File: src/rtl/ram8_loader_pkg.sv
// Shared types and default sizes for the RAM8 burst loader.
package ram8_loader_pkg;

  localparam int unsigned DefaultWidth    = 16;
  localparam int unsigned DefaultAddrBits = 3;

  typedef enum logic [1:0] {
    StIdle   = 2'd0,
    StWrite  = 2'd1,
    StVerify = 2'd2,
    StDone   = 2'd3
  } state_e;

endpackage

File: src/rtl/ram8_loader_if.sv
// Upstream handshake, RAM8 port and status signals of the burst loader.
interface ram8_loader_if #(
  parameter int unsigned WIDTH     = ram8_loader_pkg::DefaultWidth,
  parameter int unsigned ADDR_BITS = ram8_loader_pkg::DefaultAddrBits
);

  logic                 start;
  logic [ADDR_BITS-1:0] base_addr;
  logic [ADDR_BITS:0]   count;
  logic [WIDTH-1:0]     data_in;
  logic                 data_valid;
  logic                 data_ready;
  logic [WIDTH-1:0]     ram_in;
  logic [ADDR_BITS-1:0] ram_addr;
  logic                 ram_load;
  logic [WIDTH-1:0]     ram_out;
  logic                 busy;
  logic                 done;
  logic                 error;
  // Running checksum of the words accepted in the current/last burst.
  logic [WIDTH-1:0]     checksum;

  modport master (
    output start, base_addr, count, data_in, data_valid, ram_out,
    input  data_ready, ram_in, ram_addr, ram_load, busy, done, error, checksum
  );

  modport slave (
    input  start, base_addr, count, data_in, data_valid, ram_out,
    output data_ready, ram_in, ram_addr, ram_load, busy, done, error, checksum
  );

endinterface

File: src/rtl/ram8_checksum.sv
// WIDTH-bit wrapping accumulator with synchronous clear.
module ram8_checksum
  import ram8_loader_pkg::*;
#(
  parameter int unsigned WIDTH = DefaultWidth
) (
  input  logic             clock,
  input  logic             reset,
  input  logic             clear,
  input  logic             accumulate,
  input  logic [WIDTH-1:0] value,
  output logic [WIDTH-1:0] sum
);

  logic [WIDTH-1:0] sum_q;

  always_ff @(posedge clock or posedge reset) begin
    if (reset) begin
      sum_q <= '0;
    end else if (clear) begin
      sum_q <= '0;
    end else if (accumulate) begin
      sum_q <= sum_q + value;
    end
  end

  assign sum = sum_q;

endmodule

File: src/rtl/ram8_loader.sv
// Burst loader writing upstream words into a RAM8. Define RAM8_LOADER_READBACK_EN
// to add a readback pass that compares a checksum of the RAM contents against the written data.
module ram8_loader
  import ram8_loader_pkg::*;
#(
  parameter int unsigned WIDTH     = DefaultWidth,
  parameter int unsigned ADDR_BITS = DefaultAddrBits
) (
  input logic          clock,
  input logic          reset,
  ram8_loader_if.slave bus
);

  localparam int unsigned        Depth    = 1 << ADDR_BITS;
  localparam logic [ADDR_BITS:0] MaxCount = (ADDR_BITS + 1)'(Depth);
  localparam logic [ADDR_BITS:0] CntOne   = (ADDR_BITS + 1)'(1);
  localparam logic [ADDR_BITS-1:0] AddrOne = ADDR_BITS'(1);

  state_e               state_q;
  logic [ADDR_BITS-1:0] cur_addr_q;
  logic [ADDR_BITS:0]   remaining_q;
  logic                 busy_q;
  logic                 done_q;

  logic                 start_ok;
  logic                 handshake;
  logic [ADDR_BITS:0]   count_clamped;
  logic [WIDTH-1:0]     wr_sum;

  assign count_clamped = (bus.count > MaxCount) ? MaxCount : bus.count;
  assign start_ok      = (state_q == StIdle) && bus.start && (bus.count != '0);
  assign handshake     = (state_q == StWrite) && bus.data_valid;

  // The word lands in RAM on the same edge as the handshake.
  assign bus.data_ready = (state_q == StWrite);
  assign bus.ram_load   = handshake;
  assign bus.ram_in     = (state_q == StWrite) ? bus.data_in : '0;
  assign bus.ram_addr   = cur_addr_q;
  assign bus.busy       = busy_q;
  assign bus.done       = done_q;
  assign bus.checksum   = wr_sum;

  ram8_checksum #(
    .WIDTH(WIDTH)
  ) u_wr_sum (
    .clock      (clock),
    .reset      (reset),
    .clear      (start_ok),
    .accumulate (handshake),
    .value      (bus.data_in),
    .sum        (wr_sum)
  );

`ifdef RAM8_LOADER_READBACK_EN
  logic [ADDR_BITS-1:0] base_q;
  logic [ADDR_BITS:0]   count_q;
  logic                 error_q;
  logic [WIDTH-1:0]     rd_sum;
  logic [WIDTH-1:0]     rd_final;

  ram8_checksum #(
    .WIDTH(WIDTH)
  ) u_rd_sum (
    .clock      (clock),
    .reset      (reset),
    .clear      (start_ok),
    .accumulate (state_q == StVerify),
    .value      (bus.ram_out),
    .sum        (rd_sum)
  );

  // Includes the word read in the last VERIFY cycle so error is valid in DONE.
  assign rd_final  = rd_sum + bus.ram_out;
  assign bus.error = error_q;
`else
  assign bus.error = 1'b0;
`endif

  always_ff @(posedge clock or posedge reset) begin
    if (reset) begin
      state_q     <= StIdle;
      cur_addr_q  <= '0;
      remaining_q <= '0;
      busy_q      <= 1'b0;
      done_q      <= 1'b0;
`ifdef RAM8_LOADER_READBACK_EN
      base_q      <= '0;
      count_q     <= '0;
      error_q     <= 1'b0;
`endif
    end else begin
      done_q <= 1'b0;
      unique case (state_q)
        StIdle: begin
          if (start_ok) begin
            state_q     <= StWrite;
            cur_addr_q  <= bus.base_addr;
            remaining_q <= count_clamped;
            busy_q      <= 1'b1;
`ifdef RAM8_LOADER_READBACK_EN
            base_q      <= bus.base_addr;
            count_q     <= count_clamped;
            error_q     <= 1'b0;
`endif
          end
        end
        StWrite: begin
          if (handshake) begin
            cur_addr_q  <= cur_addr_q + AddrOne;
            remaining_q <= remaining_q - CntOne;
            if (remaining_q == CntOne) begin
`ifdef RAM8_LOADER_READBACK_EN
              state_q     <= StVerify;
              cur_addr_q  <= base_q;
              remaining_q <= count_q;
`else
              state_q     <= StDone;
              done_q      <= 1'b1;
`endif
            end
          end
        end
`ifdef RAM8_LOADER_READBACK_EN
        StVerify: begin
          cur_addr_q  <= cur_addr_q + AddrOne;
          remaining_q <= remaining_q - CntOne;
          if (remaining_q == CntOne) begin
            state_q <= StDone;
            done_q  <= 1'b1;
            error_q <= (rd_final != wr_sum);
          end
        end
`endif
        StDone: begin
          state_q <= StIdle;
          busy_q  <= 1'b0;
        end
        default: begin
          state_q <= StIdle;
          busy_q  <= 1'b0;
        end
      endcase
    end
  end

endmodule

File: src/flat_wrapper.sv
// flat-port wrapper written by rule: the top's interface ports become plain ports
module ram8_loader_flat import ram8_loader_pkg::*;
#(
  parameter int unsigned WIDTH     = DefaultWidth,
  parameter int unsigned ADDR_BITS = DefaultAddrBits
)
  (clock, reset, bus_start, bus_base_addr, bus_count, bus_data_in, bus_data_valid, bus_ram_out, bus_data_ready, bus_ram_in, bus_ram_addr, bus_ram_load, bus_busy, bus_done, bus_error, bus_checksum);
  ram8_loader_if #(.WIDTH(WIDTH), .ADDR_BITS(ADDR_BITS)) bus_i ();
  input logic clock;
  input logic reset;
  input wire logic [$bits(bus_i.start)-1:0] bus_start;
  input wire logic [$bits(bus_i.base_addr)-1:0] bus_base_addr;
  input wire logic [$bits(bus_i.count)-1:0] bus_count;
  input wire logic [$bits(bus_i.data_in)-1:0] bus_data_in;
  input wire logic [$bits(bus_i.data_valid)-1:0] bus_data_valid;
  input wire logic [$bits(bus_i.ram_out)-1:0] bus_ram_out;
  output wire logic [$bits(bus_i.data_ready)-1:0] bus_data_ready;
  output wire logic [$bits(bus_i.ram_in)-1:0] bus_ram_in;
  output wire logic [$bits(bus_i.ram_addr)-1:0] bus_ram_addr;
  output wire logic [$bits(bus_i.ram_load)-1:0] bus_ram_load;
  output wire logic [$bits(bus_i.busy)-1:0] bus_busy;
  output wire logic [$bits(bus_i.done)-1:0] bus_done;
  output wire logic [$bits(bus_i.error)-1:0] bus_error;
  output wire logic [$bits(bus_i.checksum)-1:0] bus_checksum;
  assign bus_i.start = bus_start;
  assign bus_i.base_addr = bus_base_addr;
  assign bus_i.count = bus_count;
  assign bus_i.data_in = bus_data_in;
  assign bus_i.data_valid = bus_data_valid;
  assign bus_i.ram_out = bus_ram_out;
  assign bus_data_ready = bus_i.data_ready;
  assign bus_ram_in = bus_i.ram_in;
  assign bus_ram_addr = bus_i.ram_addr;
  assign bus_ram_load = bus_i.ram_load;
  assign bus_busy = bus_i.busy;
  assign bus_done = bus_i.done;
  assign bus_error = bus_i.error;
  assign bus_checksum = bus_i.checksum;
  ram8_loader #(.WIDTH(WIDTH), .ADDR_BITS(ADDR_BITS)) u_core (.clock(clock), .reset(reset), .bus(bus_i));
endmodule
File: config.mk
export PLATFORM = sky130hd
export DESIGN_NAME = ram8_loader_flat
export DESIGN_NICKNAME = d
export VERILOG_FILES = /design/src/rtl/ram8_loader_pkg.sv /design/src/rtl/ram8_loader_if.sv /design/src/rtl/ram8_checksum.sv /design/src/rtl/ram8_loader.sv /design/src/flat_wrapper.sv
export SDC_FILE = /design/constraint.sdc
export NUM_CORES = 1
export LEC_CHECK = 0
export ABC_CLOCK_PERIOD_IN_PS = 3610
export CORE_ASPECT_RATIO = 0.75
export CORE_UTILIZATION = 40
export DETAILED_ROUTE_END_ITERATION = 10
export GPL_TIMING_DRIVEN = 0
export PLACE_DENSITY = 0.7
export SLEW_MARGIN = 40
export SYNTH_ARGS = -nofsm -noshare
export SYNTH_HDL_FRONTEND = slang
export SYNTH_HIERARCHICAL = 1
export SYNTH_SLANG_ARGS = --single-unit
File: constraint.sdc
create_clock -name clock -period 3.61 [get_ports clock]
set_clock_uncertainty 0.2 [all_clocks]
set_input_delay 0.361 -clock clock [delete_from_list [all_inputs] [get_ports clock]]
set_output_delay 0.361 -clock clock [all_outputs]
set_load 0.02 [all_outputs]
After elaboration in Yosys (flattened, before gate mapping)
Index checks and enable logic that the tools add are counted.
{"block": "totals", "regBits": 27, "input_bits": 43}
{"block": "op_classes", "n_mux": 19, "n_bitwise": 1, "reduce_logical": 10, "eq_ne": 5, "n_lt_le_gt_ge": 1, "add_sub_neg": 3}
{"op": "two-way mux 16 bit", "n": 3}
{"op": "adder 16 bit", "n": 1}
{"op": "two-way mux 4 bit", "n": 3}
{"op": "case mux 4 bit (2 select lines)", "n": 1}
{"op": "two-way mux 2 bit", "n": 3}
{"op": "two-way mux 3 bit", "n": 2}
{"op": "!= test 2 x 1 -> 1 bit, second input constant", "n": 3}
{"op": "case mux 3 bit (2 select lines)", "n": 1}
{"op": "AND reduction 3 bit", "n": 2}
{"op": "equality test 4 x 1 -> 1 bit, second input constant", "n": 1}
{"op": "> comparator 4 bit, second input constant", "n": 1}
{"op": "two-way mux 1 bit", "n": 4}
{"op": "case mux 2 bit (2 select lines)", "n": 1}
{"op": "nonzero test 2 bit", "n": 2}
{"op": "nonzero test 4 bit", "n": 1}
{"op": "subtractor 4 x 1 -> 4 bit, second input constant", "n": 1}
{"op": "adder 3 x 1 -> 3 bit, second input constant", "n": 1}
{"op": "logical AND 1 bit", "n": 3}
{"op": "equality test 2 x 1 -> 1 bit, second input constant", "n": 1}
{"op": "zero test 2 bit", "n": 1}
{"op": "case mux 1 bit (2 select lines)", "n": 1}
{"op": "AND reduction 2 bit", "n": 1}
{"op": "inverter 1 bit", "n": 1}

Logic depth before layout (Yosys ltp)
Gate-level depths: netlist of run 1.
{"block": "depth", "ltp_word": 5, "depth_mapped": 9}

Modules after synthesis
Netlist of run 1, hierarchy kept.
{"module": "ram8_checksum", "area_per_inst_um2": 1395.1, "cells_each": 162, "instances": 1}
{"module": "ram8_loader", "area_per_inst_um2": 754.5, "cells_each": 80, "instances": 1}

Worst setup path after synthesis of run 1
No wires, ideal clock.
{"block": "synth_timing", "kind": "reg2reg", "startpoint": "register u_core.u_wr_sum.sum_q[12], in the netlist u_core/u_wr_sum/sum[12]", "endpoint": "register u_core.u_wr_sum.sum_q[15], in the netlist u_core/u_wr_sum/sum[15]", "stages_incl_launch_ff": 8, "slack_ns": 1.103, "path_buffers": 0, "t_required_ns": 3.282, "t_arrival_ns": 2.180, "setup_ns": 0.128, "synth_period_minus_slack_ns": 2.507, "path_cell_list": "dfrtp_1 ha_1 a21o_1 a21o_1 a221o_1 a31oi_2 mux2i_1 mux2_1"}
{"block": "synth_via", "elab_chain_cells": 3}
{"item": "from (decl)", "line": "ram8_checksum.sv:15", "source": "logic [WIDTH-1:0] sum_q;"}
{"item": "from (signal assigned)", "line": "ram8_checksum.sv:23", "source": "sum_q <= sum_q + value;"}
{"item": "adder 16 bit", "line": "ram8_checksum.sv:23"}
{"item": "two-way mux 16 bit", "line": "ram8_checksum.sv:22", "source": "end else if (accumulate) begin"}
{"item": "two-way mux 16 bit", "line": "ram8_checksum.sv:20", "source": "end else if (clear) begin"}
No other way between the ends. The select of a mux whose other input is x is not followed.
A chain may end at the register's enable or synchronous reset.

Worst setup path in the final report of run 1
{"block": "layout_timing", "startpoint": "register u_core.state_q[1]", "endpoint": "output bus_ram_in[3]"}
{"block": "layout_via", "elab_chain_cells": 2}
{"item": "from (decl)", "line": "ram8_loader.sv:19", "source": "state_e state_q;"}
{"item": "from (signal assigned)", "line": "ram8_loader.sv:81", "source": "state_q <= StIdle;"}
{"item": "from (signal assigned)", "line": "ram8_loader.sv:96", "source": "state_q <= StWrite;"}
{"item": "from (signal assigned)", "line": "ram8_loader.sv:117", "source": "state_q <= StDone;"}
{"item": "equality test 2 x 1 -> 1 bit", "line": "ram8_loader.sv:37", "source": "assign bus.ram_in = (state_q == StWrite) ? bus.data_in : '0;"}
{"item": "two-way mux 16 bit", "line": "ram8_loader.sv:37"}
{"item": "to (decl)", "line": "flat_wrapper.sv:18", "source": "output wire logic [$bits(bus_i.ram_in)-1:0] bus_ram_in;"}
No other way between the ends.

==> impl_metrics.csv, run 1 <==
group,metric,value,unit
outcome,status,"finished, final reports clean",
sta,min_period,2.97,ns
power_and_ir_drop,swShare,45.4,%
power_and_ir_drop,seq_power_share,23.4,%
global_routing,grt_pass1_vias,1969,
die,core_area,5040,sq um
cells_and_area,multi_input_area,1370,sq um
sta,fin_tns_setup,0,ns
clock_tree,cts_hold_buf,0,
cells_and_area,nets,374,
die,rows,22,
die,fp.dieH,65.5,microns
die,fp.dieW,86.6,microns
power_and_ir_drop,power.switching,1.11,mW
setup_path,critPathMaxFanout,10,
global_routing,grt_use_total,22.0,%
clock_tree,root_buffer,"clkbuf_8",
route,drt_first_pass_iters,4,
clock_tree,cts_resized,0,
clock_tree,clock-sinks,27,
power_and_ir_drop,power.share.clock,7.4,%
route,ant_nets,0,
global_routing,grt_max_degree,17,
hold_path,hold_class,"primary input to async pin",
sta,final-setup-viol-count,0,
global_routing,overflow,0,
clock_tree,clk_path_buf_depth,2,
global_routing,grt_pass1_wl,9600,microns
route,dr_total_vias,2080,
power_and_ir_drop,p_leak,1.30,nW
setup_path,crit_type,"flop to output port",
sta,hold_viol,0,
setup_path,reg2reg_depth,7,
cells_and_area,register_area,676,sq um
sta,final_max_slew_viol_count,0,
die,die-area,5670,sq um
power_and_ir_drop,p_int,1.33,mW
clock_tree,h-tree-depth,1,
logic_synthesis,yosys.cell_types.count,56,
setup_path,cp.required,3.05,ns
sta,fin_crit_sh,82.2,%
route,drtIter0Drc,121,
placed_design,place_congestion,0.881,
setup_path,reg2reg_to,"u_core/u_wr_sum/sum[0]",
route,drt-total-wl,5810,microns
clock_tree,insertion_delay,0.28,ns
clock_tree,numCtsBuffers,3,
cells_and_area,n_antenna_cell,0,
sta,worst_pin_slew,0.810,ns
sta,rsz0062_at_grt,"false",
logic_synthesis,ys_seq_elements,27,
logic_synthesis,synthFlopType,"dfrtp_1",
placed_design,hpwl,4430,microns
power_and_ir_drop,comb_power_share,69.2,%
placed_design,dpl_cell_area,2890,sq um
route,wl_per_cell,15.2,microns
cells_and_area,n_fill_cell,460,
logic_synthesis,async_reset_ff_share,100,%
setup_path,endpoint_kind,"output port",
cells_and_area,drive_above_1_share,4.50,%
power_and_ir_drop,power,2.44,mW
power_and_ir_drop,powerDensity,831,nW/um^2
clock_tree,postCtsSetupRepairBufs,0,
logic_synthesis,postSynthAreaPerCell,8.88,sq um
logic_synthesis,synth_area,2150,sq um
die,num_io_pins,83,
route,avgViaCountPerCell,5.43,
placed_design,port-buffer-count,65,
clock_tree,clkTransAtPathRegs,0.10,ns
setup_path,r2r_start,"u_core/state_q[1]",
logic_synthesis,synth_nets,304,
sta,timing.slew.headroom,45.8,%
power_and_ir_drop,max-vdd-ir-drop,366,uV
job,cap_violations,0,
logic_synthesis,syn_inst,242,
die,initial_core_util,42.7,%
logic_synthesis,ys_seq_area_share,31.4,%
cells_and_area,final_area,2940,sq um
route,drc_errors,0,
clock_tree,cts_tree,"yes",
sta,max_freq,337,MHz
setup_path,cp.arrival,2.41,ns
cells_and_area,synthToLayoutAreaGrowth,36.6,%
setup_path,r2r_setup_slack,0.97,ns
global_routing,antenna_found_initial,0,
setup_path,start_kind,"flop",
logic_synthesis,ys_warn_count,6,
logic_synthesis,synth_edf_count,0,
[worst max path at each step]
| stage | slack [ns] | from | to |
|---|---|---|---|
| final | 0.64 | u_core/state_q[1] | bus_ram_in[3] |
| after global routing | 0.41 | u_core/state_q[1] | bus_ram_in[6] |
| after CTS | 0.56 | u_core/state_q[1] | bus_ram_in[3] |
| after detailed placement | 0.57 | bus_data_in[1] | u_core/u_wr_sum/sum[15] |
| after global placement | 0.63 | bus_data_in[12] | u_core/u_wr_sum/sum[15] |
| after floorplan | 1.10 | u_core/u_wr_sum/sum[12] | u_core/u_wr_sum/sum[15] |
[metal layers]
metal  vias to the layer above  global-route usage [%]  wire (microns)
met5                         -                       0               0
met4                         0                    5.21              77
met3                         5                    3.52             309
met1                       970                    32.8            2990
li1                       1029                       -               -
met2                        76                    33.0            2430
[synthesized netlist by cell type, types with 2 or more instances]
library cell | count | area, sq um
clkbuf_1 | 6 | 22.5
nor2b_1 | 4 | 25.0
nor3_1 | 4 | 20.0
o211ai_1 | 6 | 45.0
and2_1 | 16 | 100
and3_1 | 3 | 18.8
buf_2 | 4 | 20.0
o211a_1 | 2 | 20.0
nand3_1 | 10 | 50.1
xor2_1 | 3 | 26.3
or3_1 | 3 | 18.8
and3b_1 | 2 | 17.5
a221oi_1 | 2 | 17.5
nand2_1 | 13 | 48.8
dfrtp_1 | 27 | 676
a211oi_1 | 6 | 45.0
a211o_1 | 2 | 17.5
o21ai_0 | 5 | 25.0
a21oi_1 | 11 | 55.1
xnor2_1 | 4 | 35.0
o21a_1 | 2 | 15.0
a21o_1 | 9 | 67.6
inv_1 | 13 | 48.8
nor2_1 | 23 | 86.3
mux2_2 | 2 | 22.5
ha_1 | 18 | 225
o311ai_1 | 2 | 17.5
mux2i_1 | 7 | 70.1
nand2b_1 | 4 | 25.0
a21boi_0 | 2 | 15.0
a311oi_1 | 2 | 17.5
[layout make-up]
cell class / instances / share of cell area, %
Inverter: 13 / 1.66
Clock buffer: 4 / 1.53
Tap cell: 72 / 3.07
Multi-Input combinational cell: 190 / 46.7
Timing Repair Buffer: 65 / 22.2
Buffer: 12 / 1.83
Sequential cell: 27 / 23.0
[registers in the layout, summed over array words and instances, names as in the netlist]
register	flops
u_core/u_wr_sum/sum	16
u_core/remaining_q	4
u_core/bus.ram_addr	3
u_core/state_q	2
u_core/bus.busy	1
u_core/bus.done	1
[metrics by stage]
| stage | hold WS [ns] | setup WS [ns] | utilization (%) | cells |
|---|---|---|---|---|
| 3_5_place_dp | 0.289 | 0.572 | 57.4 | 379 |
| 5_1_grt | 0.261 | 0.414 | 58.3 | 383 |
| 3_3_place_gp | 0.286 | 0.628 | 57.4 | 379 |
| 4_1_cts | 0.235 | 0.560 | 58.3 | 383 |
| 2_1_floorplan | 0.0134 | 1.10 | - | 242 |
| 6_report | 0.222 | 0.643 | 58.3 | 383 |
[worst max-delay path, cell delays in order (launching register included)]
cell and delay (ns):
dfrtp_1 0.39, nor2b_1 0.10, clkbuf_1 0.47, clkbuf_1 0.37, and2_1 0.18, clkdlybuf4s50_1 0.60
[logic make-up after synthesis]
kind of cell	after synthesis	share of synthesized area [%]
compound gates	66	23.3
fa+ha+maj	19	11.4
other cells	1	0.174
mux	11	5.53
flops	27	31.4
xor+xnor	7	2.85
simple gates	86	20.5
buf+inv	25	4.77
[cells in the final DEF, fill, tap and decap left out, drive strengths merged, types with 2 or more instances in the layout]
master / Yosys / layout
a2111oi: 2 / 2
a211o: 2 / 2
a211oi: 6 / 6
a21boi: 2 / 2
a21o: 9 / 9
a21oi: 12 / 12
a221oi: 2 / 2
a311oi: 2 / 2
and2: 16 / 16
and3: 3 / 3
and3b: 2 / 2
buf: 6 / 6
clkbuf: 6 / 10
clkdlybuf4s50: 0 / 65
dfrtp: 27 / 27
ha: 18 / 18
inv: 13 / 13
mux2: 4 / 4
mux2i: 7 / 7
nand2: 13 / 13
nand2b: 4 / 4
nand3: 10 / 10
nor2: 23 / 23
nor2b: 4 / 4
nor3: 4 / 4
o211a: 2 / 2
o211ai: 6 / 6
o21a: 2 / 2
o21ai: 6 / 6
o311ai: 3 / 3
or3: 3 / 3
xnor2: 4 / 4
xor2: 3 / 3
[power by group through the flow]
stage | Combinational, mW | Clock, mW | Sequential, mW
after floorplan | 0.981 | 0 | 0.695
after global placement | 1.65 | 0 | 0.572
after detailed placement | 1.68 | 0 | 0.576
after CTS | 1.69 | 0.185 | 0.571
after global routing | 1.85 | 0.200 | 0.596
final | 1.69 | 0.179 | 0.571
No activity file was read; power rests on OpenSTA's default activity.
==> run 2: changes to the inputs <==
--- a/config.mk
+++ b/config.mk
@@ -5,12 +5,12 @@
 export SDC_FILE = /design/constraint.sdc
 export NUM_CORES = 1
 export LEC_CHECK = 0
-export ABC_CLOCK_PERIOD_IN_PS = 3610
+export ABC_CLOCK_PERIOD_IN_PS = 2400
 export CORE_ASPECT_RATIO = 0.75
 export CORE_UTILIZATION = 40
 export DETAILED_ROUTE_END_ITERATION = 10
 export GPL_TIMING_DRIVEN = 0
-export PLACE_DENSITY = 0.7
+export PLACE_DENSITY = 0.73
 export SLEW_MARGIN = 40
 export SYNTH_ARGS = -nofsm -noshare
 export SYNTH_HDL_FRONTEND = slang
==> constraint.sdc (replaced) <==
create_clock -name clock -period 2.4 [get_ports clock]
set_clock_uncertainty 0.2 [all_clocks]
set_input_delay 0.24 -clock clock [delete_from_list [all_inputs] [get_ports clock]]
set_output_delay 0.24 -clock clock [all_outputs]
set_load 0.02 [all_outputs]
==> run 2 against run 1 <==
  * Count of clock-buffer cells in the layout decreased by 1
  * Sequential cell count unchanged
  * Total power increased by 68%
  * Routed wire length increased by 7.7%
  * Critical path type is now primary input to flop
  * Largest cell class unchanged
==> impl_metrics.csv, run 2 (same netlist as run 1, synthesis figures left out) <==
group,metric,value,unit
power_and_ir_drop,p_leak,1.45,nW
sta,final_max_slew_viol_count,0,
clock_tree,clkTransAtPathRegs,0.10,ns
route,wl_per_cell,15.8,microns
die,fp.dieW,86.6,microns
die,num_io_pins,83,
route,dr_total_vias,2154,
setup_path,cp.required,2.37,ns
route,drt_first_pass_iters,4,
setup_path,path_buf_inv,1,
setup_path,critPathTopFamily,"compound AO/OA/AOI/OAI gates",
sta,hold_viol,0,
power_and_ir_drop,p_int,2.26,mW
global_routing,grt_pass1_vias,1945,
setup_path,endpoint_kind,"flop",
clock_tree,cts_hold_buf,0,
sta,rsz0062_at_grt,"true",
cells_and_area,final_area,3210,sq um
power_and_ir_drop,max-vdd-ir-drop,712,uV
die,initial_core_util,42.7,%
placed_design,hpwl,4430,microns
setup_path,crit_type,"primary input to flop",
cells_and_area,most-common-layout-cells,"clkdlybuf4s50_1 (50), dfrtp_1 (24), nor2_1 (23), and2_1 (16), buf_4 (15)",
power_and_ir_drop,power.switching,1.84,mW
die,rows,22,
cells_and_area,mostFrequentLayoutCell,"clkdlybuf4s50_1",
cells_and_area,n_antenna_cell,0,
die,fp.dieH,65.5,microns
setup_path,critPathMaxFanout,6,
sta,min_period,2.40,ns
hold_path,hold_class,"primary input to async pin",
clock_tree,h-tree-depth,1,
power_and_ir_drop,power.share.clock,6.5,%
route,drc_errors,0,
sta,fin_crit_sh,99.9,%
placed_design,dpl_cell_area,2930,sq um
sta,worst_pin_slew,0.719,ns
placed_design,port-buffer-count,65,
cells_and_area,largest_reg_flops,16,
global_routing,grt_use_total,22.3,%
power_and_ir_drop,seq_power_share,21.4,%
power_and_ir_drop,swShare,44.9,%
sta,timing.slew.headroom,52.0,%
sta,whs,0.0913,ns
clock_tree,root_buffer,"clkbuf_8",
clock_tree,numCtsBuffers,3,
placed_design,pre_cts_ws,-0.467,ns
die,core_area,5040,sq um
die,die-area,5670,sq um
cells_and_area,drive_above_1_share,17.0,%
clock_tree,clk_path_buf_depth,2,
sta,fin_tns_setup,0,ns
sta,final-setup-viol-count,0,
setup_path,cp.arrival,2.37,ns
setup_path,crit_chain,"clkdlybuf4s50_1 -> ha_2 -> a21oi_2 -> o21ai_2 -> a221o_1 -> a31oi_4 -> mux2i_1 -> mux2_1",
global_routing,grt_pass1_wl,9800,microns
global_routing,grt_max_degree,17,
sta,max_freq,417,MHz
route,avgViaCountPerCell,5.44,
setup_path,max_stage_delay,0.49,ns
power_and_ir_drop,comb_power_share,72.1,%
setup_path,critPathSlowestCell,"clkdlybuf4s50_1",
sta,layout_setup_ws,0.00216,ns
route,ant_nets,0,
outcome,status,"finished, final reports clean",
clock_tree,insertion_delay,0.28,ns
cells_and_area,fin_util,63.8,%
route,drt-total-wl,6250,microns
placed_design,place_congestion,0.855,
job,cap_violations,0,
cells_and_area,nets,387,
global_routing,antenna_found_initial,0,
clock_tree,cts_tree,"yes",
route,drtIter0Drc,186,
clock_tree,clock-sinks,27,
setup_path,start_kind,"primary input",
power_and_ir_drop,powerDensity,1280,nW/um^2
global_routing,overflow,0,
cells_and_area,synthToLayoutAreaGrowth,49.5,%
run 2: layout make-up:
type / count / area, sq um
Sequential cell: 27 / 679
Timing Repair Buffer: 79 / 752
Multi-Input combinational cell: 190 / 1540
Fill cell: 444 / 1820
Inverter: 13 / 48.8
Buffer: 11 / 61.3
Clock buffer: 3 / 41.3
Clock inverter: 1 / 5.00
Tap cell: 72 / 90.1
run 2: power groups by stage:
stage          registers, mW  logic [mW]  clock network, mW
2_1_floorplan           1.06        1.51                  0
3_3_place_gp           0.873        2.50                  0
3_5_place_dp           0.884        2.54                  0
4_1_cts                0.874        2.73              0.278
5_1_grt                0.907        3.22              0.300
6_report               0.877        2.96              0.267
run 2: path summary, 6_finish.rpt:
kind | startpoint | endpoint | slack [ns] | cells after the start
min in group clock | bus_data_in[0] | u_core/u_wr_sum/sum[0] | 0.23 | 4
worst min-delay path | reset | u_core/bus.done | 0.09 | 2
worst max-delay path | bus_data_in[8] | u_core/u_wr_sum/sum[15] | 0.002 | 8
max in group asynchronous | reset | u_core/u_wr_sum/sum[1] | 1.30 | 2
worst max register to register | u_core/u_wr_sum/sum[12] | u_core/u_wr_sum/sum[15] | 0.04 | 8
worst min register to register | u_core/bus.ram_addr[2] | u_core/bus.ram_addr[2] | 0.30 | 1
run 2: per-stage QoR:
step | power (mW) | cells
finish | 4.10 | 396
global route | 4.42 | 396
CTS | 3.88 | 389
detailed placement | 3.43 | 379
global placement | 3.38 | 379
floorplan | 2.57 | 242
run 2: repair_timing:
item / 4_1_cts / 5_1_grt
setup endpoints to repair: 33 / 18
setup buffers: 6 / 8
hold endpoints to repair: 0 / 0
resized for setup: 29 / 19
pin swaps: 8 / 14
run 2: routing by layer:
metal  global-route usage, %  vias to the layer above  part of all wire, %
li1                        -                     1045                    -
met1                    33.2                     1036                   50
met2                    35.7                       65                   44
met3                    3.02                        8                  4.7
met4                    1.88                        0                  1.0
met5                       0                        -                    0
==> run 3: changes to the inputs <==
--- a/config.mk
+++ b/config.mk
@@ -11,6 +11,7 @@
 export DETAILED_ROUTE_END_ITERATION = 10
 export GPL_TIMING_DRIVEN = 0
 export PLACE_DENSITY = 0.73
+export SKIP_LAST_GASP = 1
 export SLEW_MARGIN = 40
 export SYNTH_ARGS = -nofsm -noshare
 export SYNTH_HDL_FRONTEND = slang
==> run 3 against run 2 <==
  * The flow now finishes with violations (negative setup slack)
  * Sequential power hardly changed
  * Clock power hardly changed
  * Count of clock-buffer cells in the layout stayed put
  * Global-route usage is 0.30 points lower
  * Worst setup slack worse by 0.012 ns
  * Total power is 1.0% lower
  * Critical endpoint unchanged
  * Largest power group unchanged
==> impl_metrics.csv, run 3 (same netlist as run 1, synthesis figures left out) <==
group,metric,value,unit
placed_design,place_congestion,0.855,
sta,worst_pin_slew,0.703,ns
setup_path,crit_chain,"ha_4 -> buf_6 -> a21oi_4 -> o21ai_1 -> a221o_1 -> a31oi_4 -> mux2i_1 -> mux2_1",
cells_and_area,synthToLayoutAreaGrowth,48.7,%
job,cap_violations,0,
setup_path,critPathMaxFanout,8,
cells_and_area,n_fill_cell,446,
route,routed.top_layer,"met4",
cells_and_area,most-common-layout-cells,"clkdlybuf4s50_1 (51), dfrtp_1 (24), nor2_1 (23), and2_1 (16)",
die,core_area,5040,sq um
sta,final-setup-viol-count,1,
die,fp.dieW,86.6,microns
setup_path,cp.arrival,2.38,ns
placed_design,place_inst,379,
hold_path,hold_class,"primary input to async pin",
route,wl_per_cell,15.4,microns
cells_and_area,layoutNonFillerInstCount,395,
clock_tree,h-tree-depth,1,
clock_tree,insertion_delay,0.27,ns
power_and_ir_drop,power,4.06,mW
setup_path,path_buf_inv,1,
placed_design,pre_cts_ws,-0.467,ns
die,num_io_pins,83,
sta,rsz0062_at_grt,"true",
clock_tree,numCtsBuffers,3,
sta,min_period,2.41,ns
route,drt-total-wl,6080,microns
setup_path,start_kind,"flop",
global_routing,grt_pass1_vias,1930,
route,dr_wl_met2,2630,microns
power_and_ir_drop,p_leak,1.45,nW
clock_tree,root_buffer,"clkbuf_8",
cells_and_area,mostFrequentLayoutCell,"clkdlybuf4s50_1",
die,initial_core_util,42.7,%
route,drt_first_pass_iters,4,
route,avgViaCountPerCell,5.43,
setup_path,cp.required,2.37,ns
cells_and_area,drive_above_1_share,15.5,%
clock_tree,clk_path_buf_depth,2,
global_routing,grt_max_degree,17,
route,drc_errors,0,
clock_tree,clock-sinks,27,
setup_path,critPathTopFamily,"compound AO/OA/AOI/OAI gates",
die,rows,22,
clock_tree,clkTransAtPathRegs,0.10,ns
sta,layout_setup_ws,-0.0103,ns
die,fp.dieH,65.5,microns
route,dr_total_vias,2143,
setup_path,endpoint_kind,"flop",
sta,fin_crit_sh,100,%
sta,timing.slew.headroom,53.1,%
global_routing,grt_use_total,22.0,%
setup_path,critPathSlowestCell,"dfrtp_2",
sta,final_max_slew_viol_count,0,
global_routing,overflow,0,
cells_and_area,largest_reg_flops,16,
route,wl_met1,3040,microns
sta,whs,0.0872,ns
route,ant_nets,0,
global_routing,antenna_found_initial,0,
sta,max_freq,415,MHz
setup_path,crit_type,"flop to flop",
route,wl_met3,364,microns
clock_tree,cts_tree,"yes",
clock_tree,cts_hold_buf,0,
power_and_ir_drop,powerDensity,1270,nW/um^2
global_routing,grt_pass1_wl,9670,microns
outcome,violations,"negative setup slack",
setup_path,max_stage_delay,0.43,ns
die,die-area,5670,sq um
placed_design,port-buffer-count,65,
placed_design,hpwl,4430,microns
sta,hold_viol,0,
power_and_ir_drop,max-vdd-ir-drop,741,uV
cells_and_area,n_antenna_cell,0,
route,drtIter0Drc,172,
cells_and_area,nets,386,
outcome,status,"finished with violations",
-- run 3: cell count changes in the layout (fill, tap and decap cells not counted), moves of 2 or more --
cell,delta
ha_1,+2
dlygate4sd2_1,-2
buf_4,-2
o21ai_1,+2
-- run 3: routing by layer --
layer  global-route usage (%)  vias to the layer above
li1                         -                     1047
met1                     32.9                     1011
met2                     34.9                       79
met3                     3.02                        6
met4                     1.88                        0
met5                        0                        -
-- run 3: report_power, final --
part	leakage (nW)	total (mW)	internal, mW	switching (mW)
clock network	0.0255	0.267	0.117	0.150
registers	0.316	0.876	0.681	0.194
logic	1.11	2.92	1.44	1.48
-- run 3: final timing paths --
path / from / depth (start not counted) / to / slack [ns]
max: u_core/u_wr_sum/sum[10] / 8 / u_core/u_wr_sum/sum[15] / -0.01
min: reset / 2 / u_core/remaining_q[2] / 0.09
max reg2reg: u_core/u_wr_sum/sum[10] / 8 / u_core/u_wr_sum/sum[15] / -0.01
min reg2reg: u_core/bus.ram_addr[2] / 1 / u_core/bus.ram_addr[2] / 0.30
max in group asynchronous: reset / 2 / u_core/u_wr_sum/sum[1] / 1.31
min in group clock: bus_data_in[0] / 4 / u_core/u_wr_sum/sum[0] / 0.23
-- run 3: worst register-to-register path: stages, from the launching register on --
cell and delay [ns]:
dfrtp_2 0.43, ha_4 0.22, buf_6 0.13, a21oi_4 0.15, o21ai_1 0.11, a221o_1 0.34
a31oi_4 0.16, mux2i_1 0.22, mux2_1 0.33
-- run 3: cell type report --
cell class	instances	area (sq um)	area share (%)
Clock buffer	3	41.3	1.29
Sequential cell	27	679	21.3
Tap cell	72	90.1	2.82
Clock inverter	1	5.00	0.157
Timing Repair Buffer	77	742	23.2
Inverter	13	48.8	1.53
Buffer	12	72.6	2.27
Multi-Input combinational cell	190	1520	47.5
-- run 3: timing repair --
item,CTS,global route
gates resized for setup,24,20
endpoints found under the setup margin,33,19
buffers inserted,6,6
pin swaps,8,9
-- run 3: stage by stage --
step                instance area [sq um]  setup TNS [ns]  utilization (%)
global placement                     2930           -5.53             58.1
global route                         3200          -0.204             63.4
detailed placement                   2930           -5.79             58.1
CTS                                  3060         -0.0387             60.7
floorplan                            2180               0                -
finish                               3200         -0.0103             63.4
